<file path="config.mk">
export PLATFORM = sky130hd
export DESIGN_NAME = serial_adder
export DESIGN_NICKNAME = d
export VERILOG_FILES = /design/src/rtl/serial_adder.sv
export SDC_FILE = /design/constraint.sdc
export NUM_CORES = 1
export LEC_CHECK = 0
export ABC_AREA = 0
export CELL_PAD_IN_SITES_DETAIL_PLACEMENT = 1
export CELL_PAD_IN_SITES_GLOBAL_PLACEMENT = 1
export CORE_ASPECT_RATIO = 0.7
export CORE_MARGIN = 2
export CORE_UTILIZATION = 35
export CTS_BUF_LIST = sky130_fd_sc_hd__clkbuf_4
export DETAILED_ROUTE_END_ITERATION = 12
export HOLD_SLACK_MARGIN = 0.1
export PLACE_DENSITY = 0.79
export SLEW_MARGIN = 20
export SYNTH_ARGS = -nofsm -noshare
export SYNTH_HDL_FRONTEND = slang
export SYNTH_SLANG_ARGS = --single-unit
</file>
<file path="constraint.sdc">
create_clock -name sys_clk -period 4.06 [get_ports sys_clk]
set_clock_uncertainty 0.2 [all_clocks]
set_input_delay 0.406 -clock sys_clk [delete_from_list [all_inputs] [get_ports sys_clk]]
set_output_delay 0.406 -clock sys_clk [all_outputs]
set_load 0.01 [all_outputs]
</file>
<file path="src/rtl/serial_adder.sv">
// Bit-serial adder: one full-adder cell plus a registered carry, one bit per clock, LSB first.
// Optional signed-overflow output enabled by defining SERIAL_ADDER_OVF_EN.
module serial_adder #(
    parameter int unsigned DATA_W = 8
) (
    input  logic              sys_clk,
    input  logic              sys_rst_n,
    input  logic              start,
    input  logic [DATA_W-1:0] in_a,
    input  logic [DATA_W-1:0] in_b,
    input  logic              cin,
    output logic              ready,
    output logic              busy,
    output logic              done,
    output logic [DATA_W-1:0] sum_out,
    output logic              cout
`ifdef SERIAL_ADDER_OVF_EN
    ,
    output logic              ovf
`endif
);

    localparam int unsigned CntW = $clog2(DATA_W);
    localparam logic [CntW-1:0] LastCnt = CntW'(DATA_W - 1);

    typedef enum logic [1:0] {
        StIdle,
        StAdd,
        StDone
    } state_e;

    state_e            state_q, state_d;
    logic [DATA_W-1:0] a_sr_q, a_sr_d;
    logic [DATA_W-1:0] b_sr_q, b_sr_d;
    logic [DATA_W-1:0] sum_sr_q, sum_sr_d;
    logic [CntW-1:0]   cnt_q, cnt_d;
    logic              carry_q, carry_d;
    logic [DATA_W-1:0] sum_out_q, sum_out_d;
    logic              cout_q, cout_d;
`ifdef SERIAL_ADDER_OVF_EN
    logic              ovf_q, ovf_d;
`endif

    // Full-adder cell
    logic fa_sum;
    logic fa_count;

    assign fa_sum   = a_sr_q[0] ^ b_sr_q[0] ^ carry_q;
    assign fa_count = (a_sr_q[0] & b_sr_q[0]) | (a_sr_q[0] & carry_q) | (b_sr_q[0] & carry_q);

    always_comb begin
        state_d   = state_q;
        a_sr_d    = a_sr_q;
        b_sr_d    = b_sr_q;
        sum_sr_d  = sum_sr_q;
        cnt_d     = cnt_q;
        carry_d   = carry_q;
        sum_out_d = sum_out_q;
        cout_d    = cout_q;
`ifdef SERIAL_ADDER_OVF_EN
        ovf_d     = ovf_q;
`endif
        case (state_q)
            StIdle, StDone: begin
                state_d = StIdle;
                if (start) begin
                    a_sr_d   = in_a;
                    b_sr_d   = in_b;
                    carry_d  = cin;
                    cnt_d    = '0;
                    sum_sr_d = '0;
                    state_d  = StAdd;
                end
            end
            StAdd: begin
                carry_d  = fa_count;
                sum_sr_d = {fa_sum, sum_sr_q[DATA_W-1:1]};
                a_sr_d   = {1'b0, a_sr_q[DATA_W-1:1]};
                b_sr_d   = {1'b0, b_sr_q[DATA_W-1:1]};
                cnt_d    = cnt_q + CntW'(1);
                if (cnt_q == LastCnt) begin
                    // Result registers load on the final bit so they are valid during DONE.
                    sum_out_d = {fa_sum, sum_sr_q[DATA_W-1:1]};
                    cout_d    = fa_count;
`ifdef SERIAL_ADDER_OVF_EN
                    ovf_d     = carry_q ^ fa_count;
`endif
                    state_d   = StDone;
                end
            end
            default: state_d = StIdle;
        endcase
    end

    always_ff @(posedge sys_clk or negedge sys_rst_n) begin
        if (!sys_rst_n) begin
            state_q   <= StIdle;
            a_sr_q    <= '0;
            b_sr_q    <= '0;
            sum_sr_q  <= '0;
            cnt_q     <= '0;
            carry_q   <= 1'b0;
            sum_out_q <= '0;
            cout_q    <= 1'b0;
`ifdef SERIAL_ADDER_OVF_EN
            ovf_q     <= 1'b0;
`endif
        end else begin
            state_q   <= state_d;
            a_sr_q    <= a_sr_d;
            b_sr_q    <= b_sr_d;
            sum_sr_q  <= sum_sr_d;
            cnt_q     <= cnt_d;
            carry_q   <= carry_d;
            sum_out_q <= sum_out_d;
            cout_q    <= cout_d;
`ifdef SERIAL_ADDER_OVF_EN
            ovf_q     <= ovf_d;
`endif
        end
    end

    assign ready   = (state_q != StAdd);
    assign busy    = (state_q == StAdd);
    assign done    = (state_q == StDone);
    assign sum_out = sum_out_q;
    assign cout    = cout_q;
`ifdef SERIAL_ADDER_OVF_EN
    assign ovf     = ovf_q;
`endif

endmodule

</file>
== Word-level counts from Yosys, hierarchy flattened ==
Index checks and enable logic that the tools add are counted.

* Bits of input ports: 20
* Register bits after elaboration: 39
* Output and inout bits: 12
* Word-level logic and storage cells: 40

* Reduce and logical (&&, ||, !) cells: 5
* Add/sub/neg operators: 1
* Equality and inequality tests: 6
* Bitwise logic cells: 7
* Mux-type cells: 13

{| class="wikitable"
|+ Operators with widths
! cell !! number
|-
| one-hot mux 8 bit (2 select lines) || 3
|-
| 2-to-1 mux 8 bit || 3
|-
| one-hot mux 3 bit (2 select lines) || 1
|-
| != test 2 x 1 -> 1 bit (second input constant) || 2
|-
| one-hot mux 2 bit (2 select lines) || 1
|-
| AND reduction 2 bit || 2
|-
| adder 3 x 1 -> 3 bit (second input constant) || 1
|-
| AND 1 bit || 3
|-
| == test 3 bit (second input constant) || 1
|-
| 2-to-1 mux 3 bit || 1
|-
| == test 2 x 1 -> 1 bit (second input constant) || 1
|-
| == test 2 bit (second input constant) || 1
|-
| logical NOT 2 bit || 1
|-
| 2-to-1 mux 1 bit || 2
|-
| 2-to-1 mux 2 bit || 1
|-
| != test 2 bit (second input constant) || 1
|-
| OR 1 bit || 2
|-
| one-hot mux 1 bit (2 select lines) || 1
|-
| nonzero test 2 bit || 1
|-
| OR reduction 2 bit || 1
|-
| bitwise XOR 1 bit || 2
|}

== Longest topological paths before layout ==
Gate-level depths: netlist of run 1.

* Depth in word-level cells: 4
* Mapped depth: 5
* Gate-level depth less buffers: 4

== Worst setup path after synthesis of run 1 ==
Ideal clock, no wire load.

* Path kind: register to register
* From: register cnt_q[0]
* To: register cout_q, in the netlist cout
* Library setup time: 0.125 ns
* Slack: 2.509 ns
* Arrival: 1.226 ns
* Period minus slack after synthesis: 1.551 ns
* Cell stages (with the launch flop): 5
* Cell sequence: dfrtp_1 > ha_1 > ha_1 > nand2_8 > mux2_4

* Cells in the longest elaborated chain, start to end: 2

{| class="wikitable"
|+ RTL lines
! item !! RTL line !! RTL
|-
| start: declaration || 36 || <nowiki>logic [CntW-1:0] cnt_q, cnt_d;</nowiki>
|-
| start signal: assignment || 113 || <nowiki>cnt_q <= cnt_d;</nowiki>
|-
| == test 3 bit || 81 || <nowiki>if (cnt_q == LastCnt) begin</nowiki>
|-
| AND reduction 2 bit (no source line) || - ||
|-
| end signal: assignment || 116 || <nowiki>cout_q <= cout_d;</nowiki>
|-
| end: declaration || 39 || <nowiki>logic cout_q, cout_d;</nowiki>
|}

No other way between the ends.
A chain may end at the register's enable or synchronous reset.

== Worst setup path after layout of run 1 ==
* From: register state_q[1]
* To: output busy

* Cells in the longest elaborated chain, start to end: 1

{| class="wikitable"
|+ RTL lines
! item !! RTL line !! RTL
|-
| start: declaration || 32 || <nowiki>state_e state_q, state_d;</nowiki>
|-
| start signal: assignment || 97 || <nowiki>state_q <= StIdle;</nowiki>
|-
| start signal: assignment || 109 || <nowiki>state_q <= state_d;</nowiki>
|-
| == test 2 x 1 -> 1 bit || 124 || <nowiki>assign busy = (state_q == StAdd);</nowiki>
|-
| end: declaration || 13 || <nowiki>output logic busy,</nowiki>
|}

No other way between the ends.

==> impl_metrics.tcl, run 1 <==
set metrics [dict create \
    fin_nets 206 \
    worstSetupEndpointType "output pin" \
    antenna_cells 0 \
    row_count 22 \
    n_fill_cell 575 \
    totalWireLength_mm 4.286 \
    yosys.cell_types.count 29 \
    synth_top_cell_by_area "dfrtp_1" \
    clk_pin_slew_worst_paths_ns 0.11 \
    die_w_um 93.26 \
    numPortBuffers 31 \
    path_depth 4 \
    required_ns 3.45 \
    r2r-end "b_sr_q[6]" \
    status "finished, final reports clean" \
    place_ws_ns 1.967 \
    crit_start "state_q[1]" \
    synth_top_cells_by_area "dfrtp_1, mux2i_1, mux2_4, a211oi_2, nor2b_1" \
    r2r_slack_ns 2.17 \
    cts_hold_buf 1 \
    synthesis.area_sq_um 1952 \
    synth_xor_area_frac 0 \
    ant_nets 0 \
    yosysWarningCount 0 \
    grt_overflow 0 \
    slowest_stage "clkdlybuf4s50_1" \
    htree_levels 2 \
    hold_viol_final 0 \
    clkSinkCount 38 \
    dieArea_sq_um 6200 \
    synthAdderAreaFrac 0.02308 \
    worstSkewPairLatency_ns 0.34 \
    io_pins 32 \
    syn_area_per_cell_sq_um 13.01 \
    synthesis.nets 173 \
    fp.dieH_um 66.48 \
    synth_seq_cells 38 \
    netlist.area_leader.share 0.4872 \
    drive_gt1_frac 0.2391 \
    core_sq_um 5313 \
    path_buf_inv 3 \
    final-setup-viol-count 0 \
    startpoint_type "flop" \
    hp-class "flop to flop" \
    drv_slew 0 \
    synthMuxAreaShare 0.1776 \
    area_growth_pct 21.22 \
    cp_max_fo 22 \
    drc 0 \
    first_global_vias 1419 \
    initial_core_util 0.3674 \
    dr_total_vias 1289 \
    post_cts_buffers 0 \
    grt_usage 0.1524 \
    cp.arrival_ns 1.85 \
    slowest_delay_ns 0.55 \
    grt_pass1_wl_mm 7.327 \
    cts_made_buffers 5 \
    wl_per_cell_um 16.74 \
    drv_cap 0 \
    hpwl_mm 3.040 \
    clockRootBuffer "clkbuf_4" \
    tns_ns 0 \
    worst_pin_slew_ns 0.8458 \
    grt_max_degree 39 \
    placed_cell_area_sq_um 2302 \
    drt_iter0_drc 73 \
    setup_slack_ns 1.607 \
    synth_compound_area_frac 0.1859 \
    cts_tree "yes" \
    critical_path_class "flop to output pin" \
    relSlewSlack 0.4361 \
    place.gp.congestion 0.7247 \
    fin_crit_ns 2.453 \
    cts-resized-gates 0 \
    fmax_mhz 407.7 \
    syn_inst 150 \
    synth-seq-area-share 0.4872 \
    crit_end "busy" \
    worstPathCellList "buf_4 > nand2b_4 > inv_6 > clkdlybuf4s50_1" \
    reg2reg_from "state_q[0]" \
    yosys.area_share.simple 0.08333 \
    rr_worst_depth 4 \
    synth_top_family_by_area "compound AO/OA/AOI/OAI gates" \
    p_per_area_nw_per_um2 697.6 \
    leakage_nw 0.9530 \
    final_area_sq_um 2366 \
    antenna_found_initial 0 \
    rsz0062_at_grt "false" \
    firstDrtPassIters 4 \
    clock_path_buffers 2 \
    ir_drop_mv 0.2229 \
    final_core_util 0.4454 \
    finalCritPeriodShare 0.6041 \
    cp_top_family "buffers and inverters" \
    vias_per_cell 5.035 \
]
-- layout by cell type (no fill, tap or decap), types with 2 or more instances in the layout --
master	Yosys	layout
a211oi_1	5	5
a211oi_2	9	9
a21oi_1	5	5
a21oi_2	9	9
a22o_1	5	5
buf_4	2	3
clkbuf_4	0	6
clkdlybuf4s50_1	0	30
dfrtp_1	38	38
ha_1	2	2
mux2_4	9	9
mux2i_1	20	20
nand2_1	4	4
nand3_1	2	2
nor2b_1	15	15
o21ai_1	6	6
-- state kept, by name, indices dropped and copies added, names as in the netlist --
name      cells
sum_sr_q      7
state_q       2
cout          1
cnt_q         3
b_sr_q        8
carry_q       1
a_sr_q        8
sum_out       8
-- metal layers --
metal  wire length, um  track usage  up-vias
li1                  -            -      607
met4                29      0.03309        0
met3               147      0.04186        5
met2              2071       0.2482       21
met1              2037       0.2038      656
met5                 0            0        -
-- layout make-up --
| type | instances | area, sq um | share of cell area |
|---|---|---|---|
| flip-flops and latches | 38 | 950.9 | 0.4019 |
| multi-input cells | 100 | 917.1 | 0.3876 |
| repair buffers | 35 | 337.8 | 0.1428 |
| well taps | 72 | 90.09 | 0.03808 |
| clock buffers | 6 | 45.04 | 0.01904 |
| inverters | 3 | 16.27 | 0.006875 |
| clock inverters | 2 | 8.758 | 0.003702 |
-- stage by stage --
step | power [W] | hold WS (ns) | cells
after floorplan | 0.001204 | -0.08959 | 150
after global placement | 0.001402 | 0.2937 | 247
after detailed placement | 0.001477 | 0.3050 | 247
after CTS | 0.001679 | 0.3380 | 256
after global routing | 0.001777 | 0.3569 | 256
final | 0.001651 | 0.3296 | 256
-- worst reg2reg max path, cell delays in order (launching register included) --
cell     delay (ns)
dfrtp_1        0.41
buf_4          0.42
inv_1          0.28
and3_1         0.20
a221o_1        0.27
-- synth_stat cells (all sizes together) --
cell type / instances
nand2b: 1
fa: 1
ha: 2
nand2: 5
mux2: 10
o2bb2ai: 1
mux2i: 20
dfrtp: 38
a221o: 1
a211oi: 14
clkbuf: 1
nor2: 1
nand3: 2
inv: 3
nor2b: 15
buf: 8
and3: 1
a21oi: 15
a22o: 5
o21ai: 6
-- kinds of logic after synthesis --
group,after synthesis
buf+inv,12
compound gates,42
mux,30
flops,38
fa+ha+maj,3
simple gates,25
-- worst min-delay path by stage --
stage          startpoint         end  depth (start not counted)
3_5_place_dp   sum_out[3]  sum_out[3]                          1
2_1_floorplan   sys_rst_n   a_sr_q[0]                          0
6_report       sum_out[3]  sum_out[3]                          1
5_1_grt        sum_out[4]  sum_out[4]                          1
3_3_place_gp   sum_out[4]  sum_out[4]                          1
4_1_cts        sum_out[2]  sum_out[2]                          1
-- power by group --
| group | total (W) | switching [W] | internal [W] |
|---|---|---|---|
| sequential | 0.000689 | 0.000139 | 0.000549 |
| combinational | 0.000765 | 0.000366 | 0.000399 |
| clock | 0.000197 | 0.000126 | 0.0000719 |
Power figures use the tool's default switching activity.
==> run 2: changes to the inputs <==
PLACE_DENSITY = 0.81   (was 0.79)
clock period = 2.25 ns   (was 4.06 ns; I/O delays follow)
==> run 2 against run 1 <==
Compared with the run above: sequential share of layout area fell by 0.28 points; flip-flop and latch count did not move; register-to-register slack lost 1.6 ns; largest power group unchanged; sequential power is 81% higher; core utilization increased by 0.38 points; global-route usage is 0.76 points lower; critical path type unchanged.
==> impl_metrics.tcl, run 2 (synthesized netlist as in run 1, its figures left out) <==
set metrics [dict create \
    internal_power_w 0.001863 \
    clockRootBuffer "clkbuf_4" \
    share_comb_of_total_power 0.459 \
    final_common_cell "dfrtp_1" \
    drv_slew 0 \
    critical_path_class "flop to output pin" \
    finalCritPeriodShare 0.9494 \
    startpoint_type "flop" \
    p_clk_frac 0.122 \
    tns_ns 0 \
    final-setup-viol-count 0 \
    grt_max_degree 39 \
    drv_cap 0 \
    clkSinkCount 38 \
    numPortBuffers 31 \
    drive_gt1_frac 0.2500 \
    core_sq_um 5313 \
    cp.arrival_ns 1.71 \
    placed_cell_area_sq_um 2322 \
    fin_nets 207 \
    setup_slack_ns 0.1139 \
    vias_per_cell 4.984 \
    wl_per_cell_um 15.57 \
    drc 0 \
    antenna_found_initial 0 \
    hp-class "primary input to flop" \
    status "finished, final reports clean" \
    power.share.switching 0.3733 \
    dr_total_vias 1276 \
    ir_drop_mv 0.4843 \
    antenna_cells 0 \
    p_sw_w 0.001110 \
    worstSetupEndpointType "output pin" \
    htree_levels 2 \
    path_buf_inv 2 \
    cp_max_fo 10 \
    worstPathCellList "nand2b_4 > inv_6 > clkdlybuf4s50_1" \
    slowest_stage "clkdlybuf4s50_1" \
    worstSkewPairLatency_ns 0.34 \
    hold_viol_final 0 \
    totalWireLength_mm 3.987 \
    post_cts_buffers 0 \
    worst_pin_slew_ns 0.8623 \
    required_ns 1.82 \
    clk_pin_slew_worst_paths_ns 0.11 \
    hpwl_mm 2.759 \
    initial_core_util 0.3674 \
    final_area_sq_um 2386 \
    dieArea_sq_um 6200 \
    cts_tree "yes" \
    place_ws_ns 0.4277 \
    io_pins 32 \
    fin_crit_ns 2.136 \
    grt_overflow 0 \
    slowest_delay_ns 0.55 \
    leakage_nw 0.9596 \
    cts_made_buffers 5 \
    row_count 22 \
    die_w_um 93.26 \
    clock_path_buffers 2 \
    layout_common_cells "dfrtp_1, clkdlybuf4s50_1, mux2i_1" \
    place.gp.congestion 0.7299 \
    seqPwrFrac 0.419 \
    fmax_mhz 468.1 \
    firstDrtPassIters 4 \
    area_growth_pct 22.24 \
    first_global_vias 1372 \
    cp_top_family "buffers and inverters" \
    rsz0062_at_grt "false" \
    drt_iter0_drc 79 \
    grt_pass1_wl_mm 6.810 \
    fp.dieH_um 66.48 \
    grt_usage 0.1448 \
    ant_nets 0 \
    relSlewSlack 0.4251 \
    p_per_area_nw_per_um2 1246 \
]
-- run 2: final timing paths --
| path | start | endpoint | slack, ns | cells past startpoint |
|---|---|---|---|---|
| worst min register to register | sum_out[6] | sum_out[6] | 0.33 | 1 |
| max in group asynchronous | sys_rst_n | state_q[1] | 0.92 | 2 |
| worst min-delay path | in_b[7] | b_sr_q[7] | 0.30 | 3 |
| worst max register to register | state_q[0] | b_sr_q[6] | 0.56 | 4 |
| worst max-delay path | state_q[1] | busy | 0.11 | 3 |
| min in group asynchronous | sys_rst_n | sum_out[4] | 0.35 | 2 |
-- run 2: timing repair --
action | in CTS | in global routing
endpoints found under the hold margin | 38 | 0
setup endpoints to repair | 0 | 1
hold buffers | 1 | 0
resized for setup | 0 | 1
-- run 2: power by group through the flow --
stage	Sequential [W]	Combinational, W	Clock (W)
3_5_place_dp	0.00126	0.00138	0
2_1_floorplan	0.00120	0.000975	0
3_3_place_gp	0.00125	0.00131	0
4_1_cts	0.00125	0.00139	0.000373
5_1_grt	0.00130	0.00150	0.000402
6_report	0.00125	0.00136	0.000362
-- run 2: metrics by stage --
step	hold WS [ns]	util	power, W	instances
finish	0.3032	0.4491	0.002973	256
global route	0.3008	0.4491	0.003201	256
CTS	0.2919	0.4489	0.003010	256
floorplan	-0.2706	-	0.002172	150
detailed placement	0.1886	0.4371	0.002644	248
global placement	0.1800	0.4371	0.002559	248
-- run 2: layout make-up --
class                           instances  area, sq um
Fill cell                             550         2927
Sequential cell                        38        952.2
Multi-Input combinational cell        100        917.1
Timing Repair Buffer                   36        357.8
Tap cell                               72        90.09
Clock buffer                            7        52.55
Inverter                                3        16.27
-- run 2: layer usage --
layer	track usage	share of wire	vias to the layer above
met4	0.04412	0.0078	0
met5	0	0	-
met2	0.2266	0.46	22
met3	0.03733	0.038	5
li1	-	-	613
met1	0.1980	0.49	636
-- run 2: worst reg2reg max path, cell delays in order (launching register included) --
cell and delay [ns]:
dfrtp_1 0.47, buf_4 0.23, inv_1 0.24, a21oi_4 0.14
a221o_1 0.30
==> run 3: changes to the inputs <==
SKIP_LAST_GASP = 1   (was unset)
==> results of run 3 <==
Same layout as run 2: the final DEF is identical, and so are final timing and power.
